### src/rtl/delay_probe_rx_if.sv
// Handshake and result bundle between the delay probe receiver and its surroundings.
// DELAY_PROBE_WIDTH_EN adds the echo_width result field.
interface delay_probe_rx_if #(
    parameter int CNT_W = 12
);
    logic             start;
    logic             echo_in;
    logic             launch;
    logic             busy;
    logic             done;
    logic             timeout;
    logic             flush_err;
    logic             match;
    logic [CNT_W-1:0] latency;
`ifdef DELAY_PROBE_WIDTH_EN
    logic [CNT_W-1:0] echo_width;

    modport master (
        output start, echo_in,
        input  launch, busy, done, timeout, flush_err, match, latency, echo_width
    );
    modport slave (
        input  start, echo_in,
        output launch, busy, done, timeout, flush_err, match, latency, echo_width
    );
`else
    modport master (
        output start, echo_in,
        input  launch, busy, done, timeout, flush_err, match, latency
    );
    modport slave (
        input  start, echo_in,
        output launch, busy, done, timeout, flush_err, match, latency
    );
`endif
endinterface

### src/rtl/delay_probe_rx.sv
// Measures the round-trip latency of a single-bit delay chain: flush, launch a pulse, time the echo.
// Optional feature macro DELAY_PROBE_WIDTH_EN: also measures the width of the returning pulse.
module delay_probe_rx #(
    parameter int CNT_W      = 12,
    parameter int TIMEOUT    = 4095,
    parameter int QUIET      = 16,
    parameter int EXPECT_LAT = 360
) (
    input  logic           clk,
    input  logic           rst,
    delay_probe_rx_if.slave bus
);
    localparam logic [CNT_W-1:0] L_TIMEOUT  = CNT_W'(TIMEOUT);
    localparam logic [CNT_W-1:0] L_QUIET_M1 = CNT_W'(QUIET - 1);
    localparam logic [CNT_W-1:0] L_EXPECT   = CNT_W'(EXPECT_LAT);
    localparam logic [CNT_W-1:0] L_ONE      = CNT_W'(1);

`ifdef DELAY_PROBE_WIDTH_EN
    typedef enum logic [2:0] {S_IDLE, S_FLUSH, S_LAUNCH, S_WAIT, S_WIDTH, S_DONE} state_t;
`else
    typedef enum logic [2:0] {S_IDLE, S_FLUSH, S_LAUNCH, S_WAIT, S_DONE} state_t;
`endif

    state_t           r_state;
    logic [CNT_W-1:0] r_quiet_cnt;
    logic [CNT_W-1:0] r_cyc_cnt;
    logic             r_launch;
    logic             r_busy;
    logic             r_done;
    logic             r_timeout;
    logic             r_flush_err;
    logic             r_match;
    logic [CNT_W-1:0] r_latency;
`ifdef DELAY_PROBE_WIDTH_EN
    logic [CNT_W-1:0] r_arr_lat;
    logic [CNT_W-1:0] r_echo_width;
    assign bus.echo_width = r_echo_width;
`endif

    assign bus.launch    = r_launch;
    assign bus.busy      = r_busy;
    assign bus.done      = r_done;
    assign bus.timeout   = r_timeout;
    assign bus.flush_err = r_flush_err;
    assign bus.match     = r_match;
    assign bus.latency   = r_latency;

    function automatic logic f_match(input logic [CNT_W-1:0] lat, input logic to);
        return (lat == L_EXPECT) && !to;
    endfunction

    // Measurement sequencer: all outputs are registered and change on the state transitions.
    always_ff @(posedge clk) begin
        if (rst) begin
            r_state      <= S_IDLE;
            r_quiet_cnt  <= '0;
            r_cyc_cnt    <= '0;
            r_launch     <= 1'b0;
            r_busy       <= 1'b0;
            r_done       <= 1'b0;
            r_timeout    <= 1'b0;
            r_flush_err  <= 1'b0;
            r_match      <= 1'b0;
            r_latency    <= '0;
`ifdef DELAY_PROBE_WIDTH_EN
            r_arr_lat    <= '0;
            r_echo_width <= '0;
`endif
        end else begin
            r_launch <= 1'b0;
            r_done   <= 1'b0;
            case (r_state)
                S_IDLE: begin
                    r_quiet_cnt <= '0;
                    r_cyc_cnt   <= '0;
                    if (bus.start) begin
                        r_state     <= S_FLUSH;
                        r_busy      <= 1'b1;
                        r_timeout   <= 1'b0;
                        r_flush_err <= 1'b0;
                        r_match     <= 1'b0;
                    end else begin
                        r_state <= S_IDLE;
                    end
                end
                S_FLUSH: begin
                    if (!bus.echo_in && (r_quiet_cnt == L_QUIET_M1)) begin
                        r_state   <= S_LAUNCH;
                        r_launch  <= 1'b1;
                        r_cyc_cnt <= '0;
                    end else if (r_cyc_cnt == L_TIMEOUT) begin
                        r_state     <= S_DONE;
                        r_done      <= 1'b1;
                        r_timeout   <= 1'b1;
                        r_flush_err <= 1'b1;
                        r_latency   <= L_TIMEOUT;
                        r_match     <= 1'b0;
`ifdef DELAY_PROBE_WIDTH_EN
                        r_echo_width <= '0;
`endif
                    end else begin
                        r_cyc_cnt   <= r_cyc_cnt + L_ONE;
                        r_quiet_cnt <= bus.echo_in ? '0 : (r_quiet_cnt + L_ONE);
                    end
                end
                // cyc_cnt is 0 during LAUNCH, so it is the latency in both states.
                S_LAUNCH, S_WAIT: begin
                    if (bus.echo_in) begin
`ifdef DELAY_PROBE_WIDTH_EN
                        r_state   <= S_WIDTH;
                        r_arr_lat <= r_cyc_cnt;
                        r_cyc_cnt <= L_ONE;
`else
                        r_state   <= S_DONE;
                        r_done    <= 1'b1;
                        r_latency <= r_cyc_cnt;
                        r_match   <= f_match(r_cyc_cnt, 1'b0);
`endif
                    end else if ((r_state == S_WAIT) && (r_cyc_cnt == L_TIMEOUT)) begin
                        r_state   <= S_DONE;
                        r_done    <= 1'b1;
                        r_timeout <= 1'b1;
                        r_latency <= L_TIMEOUT;
                        r_match   <= 1'b0;
`ifdef DELAY_PROBE_WIDTH_EN
                        r_echo_width <= '0;
`endif
                    end else begin
                        r_state   <= S_WAIT;
                        r_cyc_cnt <= r_cyc_cnt + L_ONE;
                    end
                end
`ifdef DELAY_PROBE_WIDTH_EN
                S_WIDTH: begin
                    if (!bus.echo_in || (r_cyc_cnt == L_TIMEOUT)) begin
                        r_state      <= S_DONE;
                        r_done       <= 1'b1;
                        r_latency    <= r_arr_lat;
                        r_match      <= f_match(r_arr_lat, 1'b0);
                        r_echo_width <= r_cyc_cnt;
                    end else begin
                        r_cyc_cnt <= r_cyc_cnt + L_ONE;
                    end
                end
`endif
                S_DONE: begin
                    r_state <= S_IDLE;
                    r_busy  <= 1'b0;
                end
                default: begin
                    r_state <= S_IDLE;
                    r_busy  <= 1'b0;
                end
            endcase
        end
    end
endmodule

### src/flat_wrapper.sv
// flat-port wrapper written by rule: the top's interface ports become plain ports
module delay_probe_rx_flat 
#(
    parameter int CNT_W      = 12,
    parameter int TIMEOUT    = 4095,
    parameter int QUIET      = 16,
    parameter int EXPECT_LAT = 360
)
  (clk, rst, bus_start, bus_echo_in, bus_launch, bus_busy, bus_done, bus_timeout, bus_flush_err, bus_match, bus_latency);
  delay_probe_rx_if #(.CNT_W(CNT_W)) bus_i ();
  input  logic clk;
  input  logic rst;
  input wire logic [$bits(bus_i.start)-1:0] bus_start;
  input wire logic [$bits(bus_i.echo_in)-1:0] bus_echo_in;
  output wire logic [$bits(bus_i.launch)-1:0] bus_launch;
  output wire logic [$bits(bus_i.busy)-1:0] bus_busy;
  output wire logic [$bits(bus_i.done)-1:0] bus_done;
  output wire logic [$bits(bus_i.timeout)-1:0] bus_timeout;
  output wire logic [$bits(bus_i.flush_err)-1:0] bus_flush_err;
  output wire logic [$bits(bus_i.match)-1:0] bus_match;
  output wire logic [$bits(bus_i.latency)-1:0] bus_latency;
  assign bus_i.start = bus_start;
  assign bus_i.echo_in = bus_echo_in;
  assign bus_launch = bus_i.launch;
  assign bus_busy = bus_i.busy;
  assign bus_done = bus_i.done;
  assign bus_timeout = bus_i.timeout;
  assign bus_flush_err = bus_i.flush_err;
  assign bus_match = bus_i.match;
  assign bus_latency = bus_i.latency;
  delay_probe_rx #(.CNT_W(CNT_W), .TIMEOUT(TIMEOUT), .QUIET(QUIET), .EXPECT_LAT(EXPECT_LAT)) u_core (.clk(clk), .rst(rst), .bus(bus_i));
endmodule
### config.mk
export PLATFORM = sky130hd
export DESIGN_NAME = delay_probe_rx_flat
export DESIGN_NICKNAME = d
export VERILOG_FILES = /design/src/rtl/delay_probe_rx_if.sv /design/src/rtl/delay_probe_rx.sv /design/src/flat_wrapper.sv
export SDC_FILE = /design/constraint.sdc
export NUM_CORES = 1
export LEC_CHECK = 0
export CAP_MARGIN = 20
export CORE_ASPECT_RATIO = 0.75
export CORE_MARGIN = 1
export CORE_UTILIZATION = 61
export CTS_CLUSTER_DIAMETER = 60
export CTS_CLUSTER_SIZE = 30
export DETAILED_ROUTE_END_ITERATION = 8
export GPL_TIMING_DRIVEN = 0
export MAX_ROUTING_LAYER = met4
export PLACE_DENSITY = 0.81
export SLEW_MARGIN = 20
export SYNTH_ARGS = -nofsm -noshare
export SYNTH_HDL_FRONTEND = slang
export SYNTH_SLANG_ARGS = --single-unit
export TNS_END_PERCENT = 1
### constraint.sdc
create_clock -name clk -period 3.65 [get_ports clk]
set_input_delay 0.9125 -clock clk [delete_from_list [all_inputs] [get_ports clk]]
set_output_delay 0.9125 -clock clk [all_outputs]
set_load 0.02 [all_outputs]
; ---- After elaboration in Yosys (flattened, before gate mapping)
; Cells that the tools add are included.
[word_totals]
register_bits = 45
latch_bits = 0
ramBits = 0
rom_bits = 0
inputBits = 4
output_inout_bits = 18
elab_cells = 87
memories = 0
[classes]
addsub = 2
mul = 0
div_mod_pow = 0
order_cmp = 0
eq_ne = 16
shifts = 0
muxes = 40
n_bitwise = 2
reduce_logical = 17
[ops]
columns = op, count
row1 = $mux 12, 11
row2 = $pmux 12 s2, 2
row3 = $pmux 12 s3, 1
row4 = $add 12x1->12 const B, 2
row5 = $mux 1, 16
row6 = $eq 12x12->1 const B, 1
row7 = $eq 12x4->1 const B, 1
row8 = $eq 12x9->1 const B, 1
row9 = $mux 3, 4
row10 = $reduce_and 4->1, 3
row11 = $ne 2x2->1 const B, 5
row12 = $pmux 3 s3, 1
row13 = $eq 3x2->1 const B, 2
row14 = $ne 3x2->1 const B, 2
row15 = $pmux 1 s2, 3
row16 = $pmux 1 s3, 2
row17 = $reduce_and 6->1, 1
row18 = $reduce_and 5->1, 1
row19 = $ne 2x1->1 const B, 2
row20 = $reduce_bool 2->1, 2
row21 = $reduce_or 2->1, 2
row22 = $eq 3x1->1 const B, 1
row23 = $logic_not 3->1, 1
row24 = $ne 3x1->1 const B, 1
row25 = other kinds (7), 9

; ---- Longest topological paths before layout
; Gate-level depths: netlist (run 1).
[depth]
ltp_word = 5
ltp_mapped = 8
depth_no_buf = 6

; ---- Worst setup path before layout (run 1)
; OpenSTA, ideal clock, no wires.
[synth_timing]
path_kind = in2reg
start = input port bus_echo_in
end = register u_core.r_quiet_cnt[11]
setup_ns = 0.070
arrival_ns = 2.082
required_time_ns = 3.580
slack_ns = 1.499
stages = 6
path_buffers = 1
path_cell_list = nor2_1 -> and4b_1 -> buf_6 -> a21o_4 -> or4_1 -> a21oi_1
[synth_via]
elab_chain_cells = 4
elab_cells_between_ends = 8
classes_between = 1 x eq/ne / 4 x mux / 3 x reduce/logical
[synth_lines]
columns = element, line
row1 = from (decl), flat_wrapper.sv:14  ; input wire logic [$bits(bus_i.echo_in)-1:0] bus_echo_in;
row2 = $mux 12 / $logic_not 1->1 (equally long branches), "delay_probe_rx.sv:103, delay_probe_rx.sv:87"
row3 = $mux 12 / $logic_and 1x1->1 (equally long branches), "delay_probe_rx.sv:91, delay_probe_rx.sv:87"
row4 = $mux 12 / $ne 2x2->1 (equally long branches), --
row5 = $pmux 12 s2 / $reduce_and 3->1 (equally long branches), --
row6 = to (signal assigned), delay_probe_rx.sv:103  ; r_quiet_cnt <= bus.echo_in ? '0 : (r_quiet_cnt + L_ONE);
row7 = to (decl), delay_probe_rx.sv:25  ; logic [CNT_W-1:0] r_quiet_cnt;
; Several ways; a longest one is shown, not always the timed one. The select of a mux whose other input is x is not followed.
; A chain may end at the register's enable or synchronous reset.

; ---- Worst setup path after layout (run 1)
[layout_timing]
start = input port bus_echo_in
end = register u_core.r_cyc_cnt[0]
[layout_via]
elab_chain_cells = 4
elab_cells_between_ends = 7
classes_between = 2 x eq/ne / 2 x mux / 3 x reduce/logical
[layout_lines]
columns = element, line
row1 = $logic_not 1->1, delay_probe_rx.sv:87  ; if (!bus.echo_in && (r_quiet_cnt == L_QUIET_M1)) begin
row2 = $logic_and 1x1->1, delay_probe_rx.sv:87
row3 = $ne 3x2->1 (no source line) / $mux 12 (equally long branches), --
row4 = $reduce_and 4->1 (no source line) / $pmux 12 s3 (equally long branches), --
row5 = to (signal assigned), delay_probe_rx.sv:102  ; r_cyc_cnt <= r_cyc_cnt + L_ONE;
row6 = to (signal assigned), delay_probe_rx.sv:130  ; r_cyc_cnt <= r_cyc_cnt + L_ONE;
row7 = to (decl), delay_probe_rx.sv:26  ; logic [CNT_W-1:0] r_cyc_cnt;
; Several ways; a longest one is shown, not always the timed one.

==> reports/qor.txt, run 1 <==
status: completed
Post-Syn Instances: 265
CTS resizes: 0
max-cap viol count: 0
via count: 2,261
Num CTS Buffers: 5
asr flop ratio synth: 0%
DRT antenna net count: 0
achievable frequency: 342 MHz
Ports: 22
H-tree Lvls: 2
clock edge transition at the registers on the reported setup and hold paths: 90 ps
EDFF count, synth: 0
Hold Violations, Final: 0
Setup WS post-layout: 727 ps
wire length per cell: 17.9 µm
GRT Util Overall: 34.2%
NumNets Final: 300
commonest non-fill, non-tap cell in the layout: dfxtp_1
Crit. End Element: register
Fin Hold WS: 483 ps
Core Util, Final: 78.4%
predominant post-synthesis flop cell: dfxtp_1
CP max stage delay: 750 ps
cell mode on critical path: nor2_1
# clock sinks: 45
Worst Tran Pin Value: 1130 ps
Detailed Routing Iterations Pass 1: 5
GRT Residual Overflow: 0
Ys Warns: 0
syn nets: 272
Die X: 73.0 µm
TritonCTS clock tree: done
Buf+Inv Stages, Crit Path: 2
slowest CP cell: nor3_1
Setup Total Neg Slack: 0 ps
clk_lat worst skew: 290 ps
n_diodes: 0
WP data required: 3870 ps
LEAKAGE: 0.918 nW
Max VDD drop: 252 µV
clock skew: 7.87 ps
CP Max Fanout: 9
Core ar.: 3450 µm²
pin count of the biggest net entering global routing: 15
cts hold-fix bufs: 0
post-layout min period: 2920 ps
Rows: 18
RSZ-0062 raised after global routing: no
Detailed Place HPWL: 4530 µm
synthesized flop and latch total: 45
clock buffer depth: 2
Setup WS pre-CTS: 582 ps
crit share post-route: 80.1%
vias per cell: 6.57
DR DRC count: 0
antenna violations before repair: 0
Placed Cells incl. Taps: 336
Mapped Avg Cell Area: 8.71 µm²
fin cells: 344
Synth cell types: 54
Max-slew headroom: 23.8%
first-iteration detailed-routing DRC count: 244
first-pass GRT wire length: 10,400 µm
Area Growth Syn to Fin: 17.0%
worst hold path depth: 1
RePlAce Congestion: 0.927
IO Port Bufs: 21
critical path class: in2reg
vias in the first global route: 2,081
drt total wl: 6150 µm
Seq/Total Area, Yosys: 39.0%
HP Class: reg2reg
startpoint types: input pin
most frequent cells in the layout: 45 x dfxtp_1, 21 x nand2_1, 21 x clkdlybuf4s50_1
R2R depth: 8
Cell Chain, Critical Path: clkdlybuf4s50_1 > nor2_1 > and4b_1 > buf_6 > nor3_1 > nor2_1 > a211oi_1
Filler cells: 257
arrival time worst endpoint: 3140 ps
CP Depth: 7
layout cells sized above 1: 14.3%
die height: 55.3 µm
Slew Limit Fails: 0
die area: 4030 µm²
Starting Density: 67.0%
setup repair bufs after CTS: 0
crit-path leading delay family: simple AND/OR/NAND/NOR gates
post-synthesis cell area: 2310 µm²
Setup violations, final: 0
power density cells: 356 nW/µm²
root buf cell: clkbuf_8
## cell families after synthesis
kind of cell / after synthesis / share of synthesized area (%)
AND/OR/NAND/NOR: 101 / 24.4
AO/OA/AOI/OAI: 83 / 27.5
flip-flops: 45 / 39.0
buffers and inverters: 31 / 6.62
adder cells (fa/ha/maj): 3 / 1.63
XOR/XNOR: 2 / 0.759
## worst paths after layout
path                                             end                               start  slack (ps)
setup / recovery    u_core.r_cyc_cnt[0]$_SDFFE_PP0P_                         bus_echo_in         730
hold / removal    u_core.bus.latency[9]$_SDFFE_PP0P_  u_core.bus.latency[9]$_SDFFE_PP0P_         480
setup reg to reg   u_core.r_cyc_cnt[11]$_SDFFE_PP0P_    u_core.r_cyc_cnt[1]$_SDFFE_PP0P_        1160
hold reg to reg   u_core.bus.latency[9]$_SDFFE_PP0P_  u_core.bus.latency[9]$_SDFFE_PP0P_         480
## area by class of cell
cell class	count	area (µm²)	share of cell area, %
buffer	18	104	3.85
sequential	45	901	33.4
clock inverter	2	37.5	1.39
timing repair buffer	21	210	7.78
inverter	13	48.8	1.81
multi-input combinational	189	1250	46.4
tap	50	62.6	2.32
clock buffer	6	82.6	3.06
## per-layer routing
metal / up-vias / GRT usage, % / wire (µm)
li1: 1072 / - / -
met1: 1055 / 50.4 / 2850
met2: 129 / 47.2 / 2610
met3: 5 / 8.03 / 647
met4: 0 / 7.56 / 38
met5: - / - / 0
## Yosys cell counts, drive strengths merged, types with 9 or more instances
cell     count  share of area [%]
o21ai       16                3.5
a2111oi     10                4.6
o31ai        9                2.9
nor3        11                2.6
a21oi       20                4.5
dfxtp       45                 39
inv         13                2.1
buf         12                3.5
nor2        20                3.4
o221a       11                5.4
nand3       12                2.8
nand2       21                3.4
## worst register-to-register path, delay by kind of cell, from the launching register on
kind | cells | cell delay (ps)
simple gates | 2 | 390
flops | 1 | 400
compound gates | 3 | 960
fa+ha+maj | 1 | 280
buf+inv | 2 | 350
## state kept, by name (all words and copies together) (netlist names)
| name | flops |
|---|---|
| u_core.bus.busy | 1 |
| u_core.bus.done | 1 |
| u_core.bus.flush_err | 1 |
| u_core.bus.latency | 12 |
| u_core.bus.launch | 1 |
| u_core.bus.match | 1 |
| u_core.bus.timeout | 1 |
| u_core.r_cyc_cnt | 12 |
| u_core.r_quiet_cnt | 12 |
| u_core.r_state | 3 |
## through the flow
stage,power (mW),cell area (µm²)
5_1_grt,0.995,2700
6_report,0.960,2700
2_1_floorplan,0.553,2310
3_5_place_dp,0.575,2580
4_1_cts,0.960,2700
3_3_place_gp,0.574,2580
## report_power, final
part | switching, mW | internal [mW] | leakage, nW | total, mW
clock | 0.172 | 0.223 | 0.0574 | 0.394
sequential | 0.00453 | 0.495 | 0.363 | 0.500
combinational | 0.0404 | 0.0257 | 0.497 | 0.0660
Power figures use the tool's default switching activity.
==> run 2: changes to the inputs <==
--- a/config.mk
+++ b/config.mk
@@ -8,13 +8,13 @@
 export CAP_MARGIN = 20
 export CORE_ASPECT_RATIO = 0.75
 export CORE_MARGIN = 1
-export CORE_UTILIZATION = 61
+export CORE_UTILIZATION = 51
 export CTS_CLUSTER_DIAMETER = 60
 export CTS_CLUSTER_SIZE = 30
 export DETAILED_ROUTE_END_ITERATION = 8
 export GPL_TIMING_DRIVEN = 0
 export MAX_ROUTING_LAYER = met4
-export PLACE_DENSITY = 0.81
+export PLACE_DENSITY = 0.72
 export SLEW_MARGIN = 20
 export SYNTH_ARGS = -nofsm -noshare
 export SYNTH_HDL_FRONTEND = slang
==> constraint.sdc (replaced) <==
create_clock -name clk -period 2.6 [get_ports clk]
set_input_delay 0.65 -clock clk [delete_from_list [all_inputs] [get_ports clk]]
set_output_delay 0.65 -clock clk [all_outputs]
set_load 0.02 [all_outputs]
==> run 2 against run 1 <==
Count of clock-buffer cells in the layout is 1 higher. Non-clock buffer count unchanged. Wire length decreased by 2.4%. First-iteration DRC count decreased by 19%. Critical path depth did not move. Setup slack worse by 530 ps. Flip-flop and latch count unchanged. Design area about the same. Via count decreased by 0.22%. Hold slack gained 1.5 ps.
==> reports/qor.txt, run 2 (synthesized netlist as in run 1, its figures left out) <==
LEAKAGE: 0.921 nW
Int Pwr: 972 µW
Cell Chain, Critical Path: clkdlybuf4s50_1 > nor2_1 > and4b_1 > buf_6 > nor3_2 > nor2_1 > a211oi_1
Setup violations, final: 0
DR top layer: met4
Max-slew headroom: 52.5%
cts hold-fix bufs: 0
NumNets Final: 300
Core Util, Final: 64.2%
drt total wl: 6010 µm
Sw Pwr: 294 µW
GRT Residual Overflow: 0
WP data required: 2820 ps
slowest CP cell: clkdlybuf4s50_1
cell mode on critical path: nor2_1
Flop pwr share: 55.4%
clock edge transition at the registers on the reported setup and hold paths: 90 ps
Worst Tran Pin Value: 709 ps
Buf+Inv Stages, Crit Path: 2
Crit. End Element: register
wire length per cell: 17.2 µm
post-layout min period: 2400 ps
startpoint types: input pin
setup repair bufs after CTS: 0
first-pass GRT wire length: 9560 µm
DR DRC count: 0
met2 routed WL: 2390 µm
n_diodes: 0
H-tree Lvls: 2
pin count of the biggest net entering global routing: 14
Hold Violations, Final: 0
clock skew: 8.15 ps
Placed Area: 2590 µm²
CP max stage delay: 630 ps
max-cap viol count: 0
vias in the first global route: 1,896
RePlAce Congestion: 0.947
status: completed
Rows: 20
Setup Total Neg Slack: 0 ps
power density cells: 469 nW/µm²
critical path class: in2reg
vias per cell: 6.46
first-iteration detailed-routing DRC count: 197
Sequential cell area: 901 µm²
commonest non-fill, non-tap cell in the layout: dfxtp_1
part of the power in combinational logic: 7.5%
# clock sinks: 45
multi-input logic area: 1260 µm²
die area: 4800 µm²
Detailed Place HPWL: 4380 µm
HP Class: reg2reg
Slew Limit Fails: 0
met3 wire len: 552 µm
Area Growth Syn to Fin: 16.9%
clock buffer depth: 2
crit share post-route: 92.4%
Sw Ratio: 23.2%
Starting Density: 54.9%
root buf cell: clkbuf_8
IO Port Bufs: 21
TritonCTS clock tree: done
Detailed Routing Iterations Pass 1: 6
layout cells sized above 1: 15.0%
Core ar.: 4200 µm²
wl on met1: 3010 µm
Max VDD drop: 330 µV
Die X: 79.7 µm
antenna violations before repair: 0
GRT Util Overall: 27.6%
final instance area: 2700 µm²
achievable frequency: 416 MHz
CP Max Fanout: 9
RSZ-0062 raised after global routing: no
die height: 60.3 µm
DRT antenna net count: 0
total power: 1.27 mW
most frequent cells in the layout: 45 x dfxtp_1, 21 x nand2_1, 21 x clkdlybuf4s50_1
Filler cells: 373
via count: 2,256
Num CTS Buffers: 5
Clk pwr share: 37.1%
arrival time worst endpoint: 2620 ps
Ports: 22
crit-path leading delay family: simple AND/OR/NAND/NOR gates
clk_lat worst skew: 300 ps
==> run 2: changes by cell type in the layout (fill, tap and decap cells not counted), sizes merged <==
cell	change
bufinv	-1
clkbuf	+1
clkinv	+1
clkinvlp	-1
==> run 2: power groups by stage <==
stage	logic [mW]	registers, mW	clock network (mW)
2_1_floorplan	0.0581	0.719	0
5_1_grt	0.102	0.701	0.507
4_1_cts	0.0923	0.700	0.474
3_3_place_gp	0.0912	0.717	0
3_5_place_dp	0.0913	0.717	0
6_report	0.0947	0.701	0.470
==> run 2: final timing paths <==
path | from | to | slack, ps | depth (start not counted)
worst min-delay path | u_core.bus.latency[9]$_SDFFE_PP0P_ | u_core.bus.latency[9]$_SDFFE_PP0P_ | 480 | 1
worst max-delay path | bus_echo_in | u_core.r_cyc_cnt[0]$_SDFFE_PP0P_ | 200 | 7
worst min register to register | u_core.bus.latency[9]$_SDFFE_PP0P_ | u_core.bus.latency[9]$_SDFFE_PP0P_ | 480 | 1
worst max register to register | u_core.r_cyc_cnt[0]$_SDFFE_PP0P_ | u_core.r_cyc_cnt[8]$_SDFFE_PP0P_ | 300 | 8
==> run 2: what timing repair did <==
action	CTS	global route
endpoints found under the setup margin	1	0
resized for setup	1	0
hold endpoints to repair	0	0
==> run 2: area by class of cell <==
| type | count | area share [%] |
|---|---|---|
| buffer | 18 | 3.85 |
| inverter | 13 | 1.81 |
| clock buffer | 7 | 3.57 |
| timing repair buffer | 21 | 7.79 |
| clock inverter | 1 | 0.186 |
| multi-input combinational | 189 | 46.8 |
| tap | 55 | 2.55 |
| sequential | 45 | 33.4 |
==> run 2: per-layer routing <==
layer	up-vias	GRT usage [%]
met5	-	-
met4	0	6.49
met3	10	5.95
met2	123	36.6
met1	1054	41.2
li1	1069	-
==> run 2: stage by stage <==
step / hold slack, ps / setup WS [ps] / instances
after floorplan: 452 / 637 / 265
after global placement: 448 / -319 / 341
after detailed placement: 466 / -349 / 341
after CTS: 486 / 169 / 349
after global routing: 499 / 28.5 / 349
final: 485 / 199 / 349
